File: config.mk
export PLATFORM = sky130hd
export DESIGN_NAME = ras_commit_stack
export DESIGN_NICKNAME = d
export VERILOG_FILES = /design/src/rtl/ras_commit_stack.sv
export SDC_FILE = /design/constraint.sdc
export NUM_CORES = 1
export LEC_CHECK = 0
export BUFFER_PORTS_ARGS = -buffer_cell sky130_fd_sc_hd__buf_2
export CORE_UTILIZATION = 61
export CTS_CLUSTER_SIZE = 10
export DETAILED_ROUTE_END_ITERATION = 8
export HOLD_SLACK_MARGIN = 0.12
export PLACE_DENSITY = 0.85
export SYNTH_ARGS = -nofsm -noshare
export SYNTH_HDL_FRONTEND = slang
export SYNTH_SLANG_ARGS = --single-unit
File: constraint.sdc
create_clock -name clk -period 6.6 [get_ports clk]
set_input_delay 0 -clock clk [delete_from_list [all_inputs] [get_ports clk]]
set_output_delay 0 -clock clk [all_outputs]
set_load 0.005 [all_outputs]
File: src/rtl/ras_commit_stack.sv
// ras_commit_stack
// ----------------
// Committed return-address stack. It accepts one committed push/pop/replace per
// cycle, keeps the committed top pointer and the valid-entry count, and serves a
// registered lookup port. On a flush request it walks the committed entries from
// the top downwards and offers each one as a restore beat (valid/ready). The
// restore walk never modifies the stack.
//
// Ports
//   clk, reset_n          clock, synchronous active-low reset
//   commit_i              committed action presented this cycle
//   push_i, pop_i         kind of action (both = replace)
//   data_i                return address of a committed push
//   addr_i                stack pointer after the action
//   commit_ready_o        commit accepted this cycle (FSM idle)
//   rd_addr, rd_data      lookup port, one-cycle latency, write-first
//   top_addr_o            committed top pointer
//   count_o               number of valid entries
//   empty_o, full_o       count == 0 / count == DEPTH
//   overflow_o            one-cycle pulse: push while full
//   underflow_o           one-cycle pulse: pop while empty
//   flush_i               start a restore walk (ignored unless idle)
//   restore_valid_o       restore beat valid
//   restore_ready_i       restore beat consumed
//   restore_addr_o        pointer of the beat
//   restore_data_o        stored return address of the beat
//   restore_done_o        one-cycle pulse at the end of a walk
//   busy_o                walk in progress (FSM not idle)
module ras_commit_stack #(
    parameter int DEPTH      = 16,
    parameter int WIDTH      = 32,
    parameter int ADDR_WIDTH = 10
) (
    input  logic                         clk,
    input  logic                         reset_n,
    input  logic                         commit_i,
    input  logic                         pop_i,
    input  logic                         push_i,
    input  logic [WIDTH-1:0]             data_i,
    input  logic [ADDR_WIDTH-1:0]        addr_i,
    output logic                         commit_ready_o,
    input  logic [ADDR_WIDTH-1:0]        rd_addr,
    output logic [WIDTH-1:0]             rd_data,
    output logic [ADDR_WIDTH-1:0]        top_addr_o,
    output logic [$clog2(DEPTH+1)-1:0]   count_o,
    output logic                         empty_o,
    output logic                         full_o,
    output logic                         overflow_o,
    output logic                         underflow_o,
    input  logic                         flush_i,
    output logic                         restore_valid_o,
    input  logic                         restore_ready_i,
    output logic [ADDR_WIDTH-1:0]        restore_addr_o,
    output logic [WIDTH-1:0]             restore_data_o,
    output logic                         restore_done_o,
    output logic                         busy_o
);

    localparam int IDX_W = (DEPTH > 1) ? $clog2(DEPTH) : 1;
    localparam int CNT_W = $clog2(DEPTH + 1);

    typedef enum logic [1:0] {
        S_IDLE,
        S_LOAD,
        S_SEND,
        S_DONE
    } state_t;

    state_t                r_state;
    state_t                w_state_nxt;

    logic [WIDTH-1:0]      r_mem [DEPTH];
    logic [WIDTH-1:0]      r_rd_data;
    logic [WIDTH-1:0]      r_load_data;
    logic [ADDR_WIDTH-1:0] r_top;
    logic [ADDR_WIDTH-1:0] r_ptr;
    logic [CNT_W-1:0]      r_count;
    logic [CNT_W-1:0]      r_rem;
    logic                  r_overflow;
    logic                  r_underflow;

    logic                  w_accept;
    logic                  w_push;
    logic                  w_pop;
    logic [IDX_W-1:0]      w_wr_idx;
    logic [IDX_W-1:0]      w_rd_idx;
    logic [IDX_W-1:0]      w_ptr_idx;
    logic                  w_unused_rd_addr;

    // Commits are only taken while idle, so a walk never races a memory write.
    assign w_accept  = reset_n && commit_i && (r_state == S_IDLE);
    assign w_push    = w_accept && push_i;
    assign w_pop     = w_accept && pop_i;
    assign w_wr_idx  = addr_i[IDX_W-1:0];
    assign w_rd_idx  = rd_addr[IDX_W-1:0];
    assign w_ptr_idx = r_ptr[IDX_W-1:0];

    // Only the low index bits of the lookup address select an entry.
    assign w_unused_rd_addr = ^rd_addr;

    // NOTE: the storage array has no reset; only the control state is cleared.
    always_ff @(posedge clk) begin
        if (w_push) begin
            r_mem[w_wr_idx] <= data_i;
        end
    end

    // Lookup port: a push to the same index in the same cycle wins (write-first).
    always_ff @(posedge clk) begin
        if (!reset_n) begin
            r_rd_data <= '0;
        end else if (w_push && (w_wr_idx == w_rd_idx)) begin
            r_rd_data <= data_i;
        end else begin
            r_rd_data <= r_mem[w_rd_idx];
        end
    end

    // NOTE: sequential state uses non-blocking assignments so every register
    // samples the pre-edge values of the others.
    always_ff @(posedge clk) begin
        if (!reset_n) begin
            r_top       <= '0;
            r_count     <= '0;
            r_overflow  <= 1'b0;
            r_underflow <= 1'b0;
        end else begin
            r_overflow  <= 1'b0;
            r_underflow <= 1'b0;
            if (w_push || w_pop) begin
                r_top <= addr_i;
            end
            // Push+pop together is a replace: count and pulses untouched.
            if (w_push && !w_pop) begin
                if (r_count == CNT_W'(DEPTH)) begin
                    r_overflow <= 1'b1;   // oldest entry lost through wrap
                end else begin
                    r_count <= r_count + CNT_W'(1);
                end
            end else if (w_pop && !w_push) begin
                if (r_count == '0) begin
                    r_underflow <= 1'b1;
                end else begin
                    r_count <= r_count - CNT_W'(1);
                end
            end
        end
    end

    // Restore walk state register.
    always_ff @(posedge clk) begin
        if (!reset_n) begin
            r_state <= S_IDLE;
        end else begin
            r_state <= w_state_nxt;
        end
    end

    // NOTE: the next-state default is assigned first so no path infers a latch.
    always_comb begin
        w_state_nxt = r_state;
        unique case (r_state)
            S_IDLE: begin
                if (flush_i) begin
                    w_state_nxt = (r_count != '0) ? S_LOAD : S_DONE;
                end
            end
            S_LOAD: w_state_nxt = S_SEND;
            S_SEND: begin
                if (restore_ready_i) begin
                    w_state_nxt = (r_rem == CNT_W'(1)) ? S_DONE : S_LOAD;
                end
            end
            S_DONE: w_state_nxt = S_IDLE;
            default: w_state_nxt = S_IDLE;
        endcase
    end

    // Walk datapath: pointer, remaining count and the loaded entry.
    always_ff @(posedge clk) begin
        if (!reset_n) begin
            r_ptr       <= '0;
            r_rem       <= '0;
            r_load_data <= '0;
        end else begin
            unique case (r_state)
                S_IDLE: begin
                    if (flush_i) begin
                        r_ptr <= r_top;
                        r_rem <= r_count;
                    end
                end
                S_LOAD: r_load_data <= r_mem[w_ptr_idx];
                S_SEND: begin
                    if (restore_ready_i) begin
                        r_rem <= r_rem - CNT_W'(1);
                        if (r_rem != CNT_W'(1)) begin
                            r_ptr <= r_ptr - ADDR_WIDTH'(1);
                        end
                    end
                end
                default: ;
            endcase
        end
    end

    assign commit_ready_o  = (r_state == S_IDLE);
    assign busy_o          = (r_state != S_IDLE);
    assign restore_valid_o = (r_state == S_SEND);
    assign restore_done_o  = (r_state == S_DONE);
    // Beat fields are zero outside a beat so idle outputs stay quiet.
    assign restore_addr_o  = restore_valid_o ? r_ptr : '0;
    assign restore_data_o  = restore_valid_o ? r_load_data : '0;

    assign rd_data     = r_rd_data;
    assign top_addr_o  = r_top;
    assign count_o     = r_count;
    assign empty_o     = (r_count == '0);
    assign full_o      = (r_count == CNT_W'(DEPTH));
    assign overflow_o  = r_overflow;
    assign underflow_o = r_underflow;

endmodule

==> results.tsv <==
metric	value	unit
min_period	3.23	ns
drc_errors	0	
syn_nets	1590	
nNetsFinal	1777	
criticalPathCategory	reg2out	
clockBufferDepth	3	
antenna_found_initial	1	
grt_pass1_wl	106000	um
clock_latency	0.59	ns
holdPathStages	4	
r2r_cells	6	
crit_required	6.60	ns
die_w	213	um
hold_path.class	in2reg	
drv_cap	0	
grt_max_degree	92	
fp.dieH	213	um
vias	16700	
tns	0	ns
vdd_drop_max	189	uV
wl_per_cell	30.8	um
setup_viol_count_final	0	
synth_edf_count	512	
n_fill_cell	2543	
netlist_instances	1524	
critPathArrivalTime	3.23	ns
skew	0.0230	ns
synth_seq_cells	610	
dp_hpwl	36600	um
syn_to_final_growth	14.4	%
hold_violations	0	
cts_resized	0	
grt_pass1_vias	17000	
synth_commonest_cells	edfxtp_1 (512), mux4_2 (256), dfxtp_1 (98)	
wl	72400	um
synth_warnings	0	
vias_per_cell	7.08	
max_freq	310	MHz
regArea	17300	sq um
htreeDepth	3	
fin_util	71.4	%
cp_max_fo	53	
drt_pre_antenna_iters	5	
relSlewSlack	20.6	%
root_buffer	clkbuf_16	
gr-total-overflow	0	
gp_congestion	0.853	
core	43600	sq um
multiInputGateArea	9360	sq um
worstMarginPinSlew	1.19	ns
synth_top_area_share	56.5	%
drt_iter0_drc	2274	
row_count	76	
clk_pin_slew_worst_paths	0.06	ns
startpoint_type	flop	
placed_cell_area	28500	sq um
synth_most_common_cell	edfxtp_1	
avgSynthCellArea	17.8	sq um
ys_types	56	
design_area	31100	sq um
grtUsageTotal	32.5	%
drive_above_1_share	31.2	%
status	finished, final reports clean	
cts_tree	done	
ys_top_cells_by_area	edfxtp_1 (57%), mux4_2 (21%), dfxtp_1 (7.2%)	
pin_count	156	
min_period_over_period	48.9	%
synth_top_area_cell	edfxtp_1	
portBuffers	149	
clock_sinks	610	
rsz0062_at_grt	no	
numCtsBuffers	71	
start_util	62.4	%
leakage	10.7	nW
ys_async_sr_fraction	0	%
die_area	45400	sq um
slew_viol_final	0	
netlist_area	27200	sq um
endpoint_kind	output pin	
ys.flop_type	edfxtp_1	
ys_seq_area_share	63.8	%
ant_nets	0	
power_density	281	nW/um^2
[worst paths after layout]
kind	start	end	slack, ns
max reg2reg	r_ptr[3]	r_load_data[5]	3.51
min reg2reg	r_load_data[20]	r_load_data[20]	0.46
min	commit_i	count_o[4]	0.17
max	r_state[1]	restore_data_o[5]	3.37
[sequential cells by signal, indices dropped and copies added (netlist names)]
| signal | flops |
|---|---|
| r_mem | 512 |
| r_load_data | 32 |
| rd_data | 32 |
| r_ptr | 10 |
| top_addr_o | 10 |
| count_o | 5 |
| r_rem | 5 |
| r_state | 2 |
| overflow_o | 1 |
| underflow_o | 1 |
[worst max-delay path, cell delays in order, from the launching register on]
cell and delay, ns:
dfxtp_1 0.54, nand2b_1 0.54, inv_2 1.05, and2_1 0.34, buf_2 0.15
[report_power, final]
group          total (W)  leakage, nW  internal [W]  switching (W)
Clock            0.00359         1.00       0.00211        0.00148
Sequential       0.00431         5.41       0.00423      0.0000797
Combinational   0.000845         4.25      0.000385       0.000459
[stage by stage]
stage	total power (W)	worst slack, ns	hold WS, ns	instances
final	0.00874	3.37	0.171	2352
after global routing	0.00895	3.22	0.209	2351
after CTS	0.00876	3.46	0.152	2351
after detailed placement	0.00518	3.66	0.243	2173
after global placement	0.00515	3.74	0.237	2173
after floorplan	0.00493	1.70	0.0723	1524
[routing by layer]
metal	vias up	track usage, %	wire (um)
met5	-	0	0
met4	0	17.8	3740
met3	271	6.72	7850
met2	1329	53.2	36200
met1	8386	41.1	24600
li1	6670	-	-
[repair_timing]
action,in CTS,in global routing
hold buffers,50,0
endpoints found under the hold margin,566,0
setup buffers,0,0
[layout by cell type, fill, tap and decap left out, types with 11 or more instances in the layout]
master and count:
clkbuf_1 49, dfxtp_1 96, nor2_1 69, a21oi_1 50, buf_4 31, dlygate4sd3_1 50, o21ai_1 33, a22oi_1 65
nand2_1 48, mux4_2 256, a22o_1 32, clkbuf_16 75, buf_2 147, inv_1 11, edfxtp_1 512, nor2_4 12
and2_1 41, mux2i_1 78
[final cells by class]
type,count,share of cell area (%)
diodes,1,0.00804
clock buffers,124,6.62
clock inverters,4,0.113
inverters,15,0.185
multi-input cells,782,30.1
flip-flops and latches,610,55.7
well taps,585,2.35
repair buffers,231,4.89
[logic make-up (layout without fill, tap and decap cells)]
| group | count (synthesis) | count (layout) | share of synthesized area, % |
|---|---|---|---|
| XOR/XNOR | 9 | 9 | 0.290 |
| other | 0 | 1 | 0 |
| flip-flops | 610 | 610 | 63.8 |
| adder cells (fa/ha/maj) | 7 | 7 | 0.350 |
| AO/OA/AOI/OAI | 212 | 212 | 5.19 |
| AND/OR/NAND/NOR | 219 | 219 | 3.90 |
| multiplexers | 335 | 335 | 24.1 |
| buffers and inverters | 132 | 374 | 2.39 |
No activity file was read; power rests on OpenSTA's default activity.
